**src/rtl/opl_host_bridge.sv**
```systemverilog
// opl_host_bridge: host bus front end for an OPL-style register core.
// Decodes address/data port strobes, queues register writes towards the core
// with a minimum idle spacing after each issued write, and serves status reads.
// Build option: define OPL_HOST_BRIDGE_FIFO_EN for a FIFO_DEPTH-entry write
// queue; without it a single holding register buffers one pending write.
module opl_host_bridge #(
  parameter int  NUM_BANKS  = 2,
  parameter int  FIFO_DEPTH = 8,
  parameter int  WR_SPACING = 32,
  localparam int AW         = $clog2(NUM_BANKS) + 1,
  localparam int BW         = (NUM_BANKS > 1) ? $clog2(NUM_BANKS) : 1
) (
  input  logic          clk,
  input  logic          ic_n,
  input  logic          cs_n,
  input  logic          rd_n,
  input  logic          wr_n,
  input  logic [AW-1:0] address,
  input  logic [7:0]    din,
  output logic [7:0]    dout,
  input  logic [7:0]    status_in,
  output logic          reg_wr_valid,
  input  logic          reg_wr_ready,
  output logic [BW-1:0] reg_wr_bank,
  output logic [7:0]    reg_wr_addr,
  output logic [7:0]    reg_wr_data,
  output logic          busy
);

`ifdef OPL_HOST_BRIDGE_FIFO_EN
  localparam int DEPTH = FIFO_DEPTH;
  localparam int PW    = (DEPTH > 1) ? $clog2(DEPTH) : 1;
`else
  localparam int DEPTH = 1;
  // Queue depth has no meaning with a single holding register.
  localparam int unused_fifo_depth = FIFO_DEPTH;
`endif
  localparam int CW = $clog2(DEPTH + 1);

  typedef struct packed {
    logic [BW-1:0] bank;
    logic [7:0]    addr;
    logic [7:0]    data;
  } entry_t;

  // ---------------------------------------------------------------------------
  // Reset synchroniser: asserts with ic_n, releases two clk edges later.
  // ---------------------------------------------------------------------------
  logic rst_meta_q, rst_meta_d;
  logic rst_sync_q, rst_sync_d;
  logic rst_n;

  // Synchroniser next state: shift a 1 in behind the released ic_n.
  always_comb begin
    rst_meta_d = 1'b1;
    rst_sync_d = rst_meta_q;
  end

  // Synchroniser flops, cleared asynchronously by ic_n.
  always_ff @(posedge clk or negedge ic_n) begin
    // NOTE: sequential state uses non-blocking assignments so every flop samples pre-edge values.
    if (!ic_n) begin
      rst_meta_q <= 1'b0;
      rst_sync_q <= 1'b0;
    end else begin
      rst_meta_q <= rst_meta_d;
      rst_sync_q <= rst_sync_d;
    end
  end

  assign rst_n = rst_sync_q;

  // ---------------------------------------------------------------------------
  // Bank field decode; legal bank counts are powers of two so the field width
  // already reduces it modulo NUM_BANKS.
  // ---------------------------------------------------------------------------
  logic [BW-1:0] bank_in;

  generate
    if (NUM_BANKS > 1) begin : g_bank
      assign bank_in = address[AW-1:1];
    end else begin : g_no_bank
      assign bank_in = '0;
    end
  endgenerate

  // ---------------------------------------------------------------------------
  // State
  // ---------------------------------------------------------------------------
  logic          wr_hist_q, wr_hist_d;
  logic          rd_hist_q, rd_hist_d;
  logic [7:0]    addr_q, addr_d;
  logic [BW-1:0] bank_q, bank_d;
  logic [7:0]    dout_q, dout_d;
  logic          ovf_q, ovf_d;
  logic [7:0]    spacing_q, spacing_d;
  logic [CW-1:0] count_q, count_d;
  logic          valid_q, valid_d;
  entry_t        head_q, head_d;
`ifdef OPL_HOST_BRIDGE_FIFO_EN
  logic [PW-1:0] rd_ptr_q, rd_ptr_d;
  logic [PW-1:0] wr_ptr_q, wr_ptr_d;
  entry_t        mem_q [DEPTH];
`endif

  // Strobe events fire on the first low sample after a high sample.
  logic          wr_evt, rd_evt;
  logic          push_req, push_acc, pop, full, ovf_set, ovf_clr;
  logic [CW-1:0] remaining;
  entry_t        push_entry;
  logic          unused_status;

  assign wr_evt     = ~(cs_n | wr_n) & wr_hist_q;
  assign rd_evt     = ~(cs_n | rd_n) & rd_hist_q;
  assign push_req   = wr_evt & address[0];
  assign pop        = valid_q & reg_wr_ready;
  assign full       = (count_q == CW'(DEPTH));
  // A full queue still accepts a push when the head leaves in the same cycle.
  assign push_acc   = push_req & (~full | pop);
  assign ovf_set    = push_req & full & ~pop;
  assign ovf_clr    = rd_evt & ~address[0];
  assign remaining  = count_q - CW'(pop);
  assign push_entry = {bank_q, addr_q, din};
  assign busy       = (count_q != '0) || (spacing_q != '0);
  assign unused_status = ^status_in[4:0];

  // Next-state logic for strobe decode, queue bookkeeping, spacing and status.
  always_comb begin
    // NOTE: every _d is defaulted first so no branch can leave a latch behind.
    wr_hist_d = cs_n | wr_n;
    rd_hist_d = cs_n | rd_n;
    addr_d    = addr_q;
    bank_d    = bank_q;
    dout_d    = dout_q;
    head_d    = head_q;
    count_d   = remaining + CW'(push_acc);
`ifdef OPL_HOST_BRIDGE_FIFO_EN
    // Power-of-two depth: pointer increment wraps naturally.
    rd_ptr_d  = pop ? rd_ptr_q + 1'b1 : rd_ptr_q;
    wr_ptr_d  = push_acc ? wr_ptr_q + 1'b1 : wr_ptr_q;
`endif

    // Address-port write latches the target register and bank.
    if (wr_evt && !address[0]) begin
      addr_d = din;
      bank_d = bank_in;
    end

    // Reads: status port reports flags, data port reads as all ones.
    if (rd_evt) begin
      dout_d = address[0] ? 8'hFF : {status_in[7:5], ovf_q, 3'b000, busy};
    end

    // A new overflow in the same cycle as the clearing read survives.
    ovf_d = (ovf_q & ~ovf_clr) | ovf_set;

    // Spacing counter reloads on every transfer and counts down to zero.
    if (pop) begin
      spacing_d = 8'(WR_SPACING);
    end else if (spacing_q != '0) begin
      spacing_d = spacing_q - 8'd1;
    end else begin
      spacing_d = spacing_q;
    end

    // Head register drives the payload; it only changes when the head entry does.
    if (push_acc && (remaining == '0)) begin
      head_d = push_entry;
    end
`ifdef OPL_HOST_BRIDGE_FIFO_EN
    else if (pop && (remaining != '0)) begin
      head_d = mem_q[rd_ptr_d];
    end
`endif

    valid_d = (count_d != '0) && (spacing_d == '0);
  end

  // Main state register, held in reset until the synchronised release.
  always_ff @(posedge clk or negedge rst_n) begin
    if (!rst_n) begin
      wr_hist_q <= 1'b1;
      rd_hist_q <= 1'b1;
      addr_q    <= '0;
      bank_q    <= '0;
      dout_q    <= '0;
      ovf_q     <= 1'b0;
      spacing_q <= '0;
      count_q   <= '0;
      valid_q   <= 1'b0;
      head_q    <= '0;
`ifdef OPL_HOST_BRIDGE_FIFO_EN
      rd_ptr_q  <= '0;
      wr_ptr_q  <= '0;
`endif
    end else begin
      wr_hist_q <= wr_hist_d;
      rd_hist_q <= rd_hist_d;
      addr_q    <= addr_d;
      bank_q    <= bank_d;
      dout_q    <= dout_d;
      ovf_q     <= ovf_d;
      spacing_q <= spacing_d;
      count_q   <= count_d;
      valid_q   <= valid_d;
      head_q    <= head_d;
`ifdef OPL_HOST_BRIDGE_FIFO_EN
      rd_ptr_q  <= rd_ptr_d;
      wr_ptr_q  <= wr_ptr_d;
`endif
    end
  end

`ifdef OPL_HOST_BRIDGE_FIFO_EN
  // Queue storage write port.
  always_ff @(posedge clk) begin
    // NOTE: storage is not reset; count_q and the pointers decide which entries are live.
    if (push_acc) begin
      mem_q[wr_ptr_q] <= push_entry;
    end
  end
`endif

  assign dout         = dout_q;
  assign reg_wr_valid = valid_q;
  assign reg_wr_bank  = head_q.bank;
  assign reg_wr_addr  = head_q.addr;
  assign reg_wr_data  = head_q.data;

endmodule
```
**config.mk**
```make
export PLATFORM = sky130hd
export DESIGN_NAME = opl_host_bridge
export DESIGN_NICKNAME = d
export VERILOG_FILES = /design/src/rtl/opl_host_bridge.sv
export SDC_FILE = /design/constraint.sdc
export NUM_CORES = 1
export LEC_CHECK = 0
export ABC_AREA = 1
export CAP_MARGIN = 20
export CORE_UTILIZATION = 50
export DETAILED_ROUTE_END_ITERATION = 6
export PLACE_DENSITY = 0.92
export SETUP_SLACK_MARGIN = 0.02
export SYNTH_ARGS = -nofsm -noshare
export SYNTH_HDL_FRONTEND = slang
export SYNTH_SLANG_ARGS = --single-unit
```
**constraint.sdc**
```tcl
create_clock -name clk -period 3.33 [get_ports clk]
set_input_delay 0.4995 -clock clk [delete_from_list [all_inputs] [get_ports clk]]
set_output_delay 0.4995 -clock clk [all_outputs]
set_load 0.05 [all_outputs]
```
# Word-level counts from Yosys, hierarchy flattened
# Cells that the tools add are included.
# totals
mem_bits_rw	0
rom_bits	0
out_inout_bits	27
inputBits	24
regBits	49
latch_bits	0
word_cells	47
n_memories	0
# op_classes
order_cmp	0
eq_ne	0
bitwise	20
addsub	3
n_reduce_logical	7
shift	0
muxes	3
n_div	0
multipliers	0
# op_table
operator	n
$mux 8	3
$and 1x1->1	9
$logic_not 8->1	1
$reduce_bool 8->1	1
$sub 8x1->8 const B	1
$not 1->1	7
$or 1x1->1	4
$logic_and 1x1->1	3
$add 1x1->1	1
$logic_not 1->1	1
$logic_or 1x1->1	1
$sub 1x1->1	1

# Logic depth before layout (Yosys ltp)
# depth
word_depth	7
mapped_depth	11
ltp_nobuf	11

# Least setup slack after synthesis
# OpenSTA, ideal clock, no wires.
# synth_path
path_kind	reg-to-reg
start	reg valid_q (netlist: reg_wr_valid)
end	reg head_q (netlist bit reg_wr_addr[3])
setup_ps	125
stages_incl_launch_ff	8
n_path_buf	2
synth_period_minus_slack_ps	2076
required_ps	3205
setup_slack_ps	1254
t_arrival_ps	1951
path_cell_list	dfrtp_1 nand2_1 ha_1 nor2_1 ha_1 buf_2 buf_2 mux2_2
# synth_via
elab_chain_cells	4
elab_cells_between_ends	6
cone_classes	add/sub (1); bitwise (4); reduce/logical (1)
# synth_lines
item	line_no	rtl
start: declaration	98	logic valid_q, valid_d;
start signal: assignment	205	valid_q <= valid_d;
$and 1x1->1 *	116	assign pop = valid_q & reg_wr_ready;
$or 1x1->1 / $sub 1x1->1 (equally long branches)	119, 122	
$and 1x1->1 / $not 1->1 (equally long branches)	119, 167	
$logic_and 1x1->1 *	167	if (push_acc && (remaining == '0)) begin
end signal: assignment	191	head_q <= '0;
end signal: assignment	206	head_q <= head_d;
end: declaration	99	entry_t head_q, head_d;
# Mark *: on every way between the ends. The rest lies on a longest branch, timed or not.
# A chain may end at the register's enable or synchronous reset.

# Worst setup path in the final report
# layout_path
start	reg spacing_q[0]
end	out busy
# layout_via
elab_chain_cells	2
# layout_lines
item	line_no	rtl
start: declaration	96	logic [7:0] spacing_q, spacing_d;
start signal: assignment	203	spacing_q <= spacing_d;
$reduce_bool 8->1	124	assign busy = (count_q != '0) || (spacing_q != '0);
$logic_or 1x1->1	124	
end: declaration	27	output logic busy
# No other way between the ends.

==> summary.txt <==
Global routing
  – Met1 Use GR: 0.234
  – All-Layer GR Usage: 0.204
  – Initial antenna violation count: 0
  – Vias in the first global route: 1604
  – Busiest metal layer after global routing: met2
  – Met3 Resource Use GR: 0.0590
  – Largest net degree at the start of global routing: 46
  – First-pass GRT wire length: between 6000 and 7000 microns
  – Grt met2 use: 0.354
  – Grt ovf: 0

STA
  – Fin crit share: 0.807
  – Max-slew violations: 0
  – Worst Tran Pin Value: 0.927 ns
  – Hold Slack: 0.347 ns
  – Setup TNS: 0 ns
  – Endpoints failing hold: 0
  – Fmax: approximately 370 MHz
  – Final Setup Violations: 0
  – Post-layout minimum cycle time: ~2.7 ns
  – RSZ-0062 raised after global routing: no
  – Post-Route Skew: between 0.01 and 0.015 ns
  – PnR worst setup slack: approximately 0.64 ns
  – Relative slew slack: 0.382

Drt
  – 1st-pass router iterations: 4
  – Remaining DRCs: 0
  – Via count: roughly 1500
  – Vias/cell: between 4 and 5
  – Starting DRC count in detailed routing: 66
  – WL/cell: 12.6 microns
  – DRT Wirelength: 3750 microns
  – Post-route ant nets: 0

Yosys
  – #FFs+latches synth: 47
  – Seq/Total Area, Yosys: 0.584
  – Ys Warns: 0
  – Yosys cell types: 28
  – Mapped cell area: between 2000 and 2500 sq um
  – Mean area per synthesized cell: 10.0 sq um
  – Syn Nets: 229
  – Synthesized instance count: about 200

Layout
  – Share of post-route cells with drive strength above 1: 0.133
  – Nets: approximately 280
  – Syn-to-layout area delta: 30.0%
  – Fin area: 2630 sq um
  – # diodes: 0

Clock network
  – Reg clk slew, reported paths: around 0.090 ns
  – H-tree depth: 2
  – CTS Root Buffer Type: clkbuf_8
  – CTS Hold Bufs: 0
  – Skew-Pair Late Insertion Delay: 0.30 ns
  – Clock Tree Buf Depth: 2
  – CTS buffer count: 5
  – CTS resizes: 0
  – Setup Fix Bufs, Post-CTS: 0
  – Clk sinks: 47
  – CTS tree: built

Power and ir drop
  – Flop pwr share: 0.386
  – Pwr dens: between 700 and 800 nW/um^2
  – NetSw: ~0.81 mW
  – Leakage: 1.28 nW
  – Clock share of power: 0.210
  – Overall power: just over 2 mW
  – Internal power: around 1.3 mW
  – Share of total power in combinational logic: 0.404
  – Maximum VDD drop: ~0.55 mV
  – Switching Share: 0.393

Placement
  – Routability congestion estimate: around 0.8
  – Post-detail-place hpwl: between 2000 and 3000 microns
  – Port bufs: 45
  – Setup slack at placement: roughly 0.82 ns
  – Post-place instance area: between 2000 and 3000 sq um

Floorplan
  – Die Wd: ~66 microns
  – Cell Rows: 22
  – Die Span Y: around 66 microns
  – I/O pin count: 51
  – Total core area: about 3800 sq um
  – Die area: around 4300 sq um
  – Initial Utilization: 0.536

Setup path
  – Critical path type: flop to output port
  – CP arrival: around 2.2 ns
  – WP data required: 2.83 ns
  – Worst-path fanout max: 7
  – Worst setup EP type: output port
  – Critical path startpoint category: flop
  – R2R cell count: 7

Job
  – Max Cap Viol: 0

Status
  – Outcome: finished, final reports clean

Hold path
  – Hold crit path type: input port to asynchronous set/reset pin
path summary, 6_finish.rpt:
check	slack (ns)	endpoint	start
setup / recovery	0.64	busy	spacing_q[0]
hold / removal	0.35	rst_meta_q	ic_n
max in group asynchronous	2.32	spacing_q[3]	rst_n
min in group clk	0.36	rst_n	rst_meta_q
hold reg to reg	0.36	rst_n	rst_meta_q
setup reg to reg	1.47	reg_wr_data[1]	reg_wr_valid
worst max-delay path, stage by stage, from the launching register on:
cell and delay, ns:
dfrtp_1 0.38, inv_1 0.20, ha_1 0.19, nand2_1 0.14, nor2_8 0.18, nand2_1 0.10, clkdlybuf4s50_1 0.71
cells in the final DEF, fill, tap and decap left out, types with 4 or more instances in the layout:
cell,instances
a21oi_1,14
inv_1,29
clkbuf_8,6
nor2_1,19
mux2_2,10
dfrtp_1,44
o21ai_0,9
nand2_1,31
clkdlybuf4s50_1,45
nand3_1,7
ha_1,4
power groups by stage:
| stage | registers (mW) | logic, mW | clock network [mW] |
|---|---|---|---|
| finish | 0.799 | 0.835 | 0.435 |
| global route | 0.819 | 0.879 | 0.465 |
| CTS | 0.801 | 0.842 | 0.444 |
| detailed placement | 0.809 | 0.839 | 0 |
| global placement | 0.806 | 0.823 | 0 |
| floorplan | 1.19 | 0.166 | 0 |
state kept, by name, summed over array words and instances, names as in the netlist:
name	count
addr_q	8
wr_hist_q	1
ovf_q	1
count_q	1
reg_wr_addr	8
rst_meta_q	1
reg_wr_bank	1
reg_wr_valid	1
spacing_q	8
reg_wr_data	8
bank_q	1
dout	6
rst_n	1
rd_hist_q	1
through the flow:
step | util | instances
floorplan | - | 201
global placement | 0.664 | 289
detailed placement | 0.664 | 289
CTS | 0.696 | 297
global route | 0.696 | 297
finish | 0.696 | 297
cells by family (layout without fill, tap and decap cells):
kind of cell / after synthesis / in the layout / share of synthesized area
multiplexers: 10 / 10 / 0.0558
AND/OR/NAND/NOR: 72 / 72 / 0.175
adder cells (fa/ha/maj): 4 / 4 / 0.0248
XOR/XNOR: 1 / 1 / 0.00434
AO/OA/AOI/OAI: 30 / 30 / 0.0824
buffers and inverters: 36 / 84 / 0.0725
flip-flops: 47 / 47 / 0.584
other: 1 / 1 / 0.00186
cells in the mapped netlist, drive strengths merged:
master / count / area [sq um]
nor2: 25 / 133
nand3: 8 / 45.0
mux2: 10 / 113
inv: 30 / 113
o32ai: 1 / 8.76
nand3b: 3 / 22.5
clkbuf: 1 / 3.75
o21ai: 11 / 55.1
nand4: 2 / 12.5
a21oi: 14 / 70.1
o22a: 3 / 26.3
ha: 4 / 50.1
xor2: 1 / 8.76
o22ai: 1 / 6.26
conb: 1 / 3.75
buf: 5 / 30.0
dfrtp: 45 / 1130
dfstp: 2 / 52.6
nand2: 34 / 140
cell type report:
cell class                      count  area, sq um
Clock buffer                        6         82.6
Clock inverter                      2         38.8
Fill cell                         280         1140
Inverter                           30          113
Multi-Input combinational cell    118          694
Sequential cell                    47         1180
Tap cell                           48         60.1
Timing Repair Buffer               46          458
routing by layer:
metal | up-vias | wire, microns
li1 | 730 | -
met1 | 698 | 1600
met4 | 0 | 72
met2 | 40 | 1850
met5 | - | 0
met3 | 7 | 220
Power figures use the tool's default switching activity.
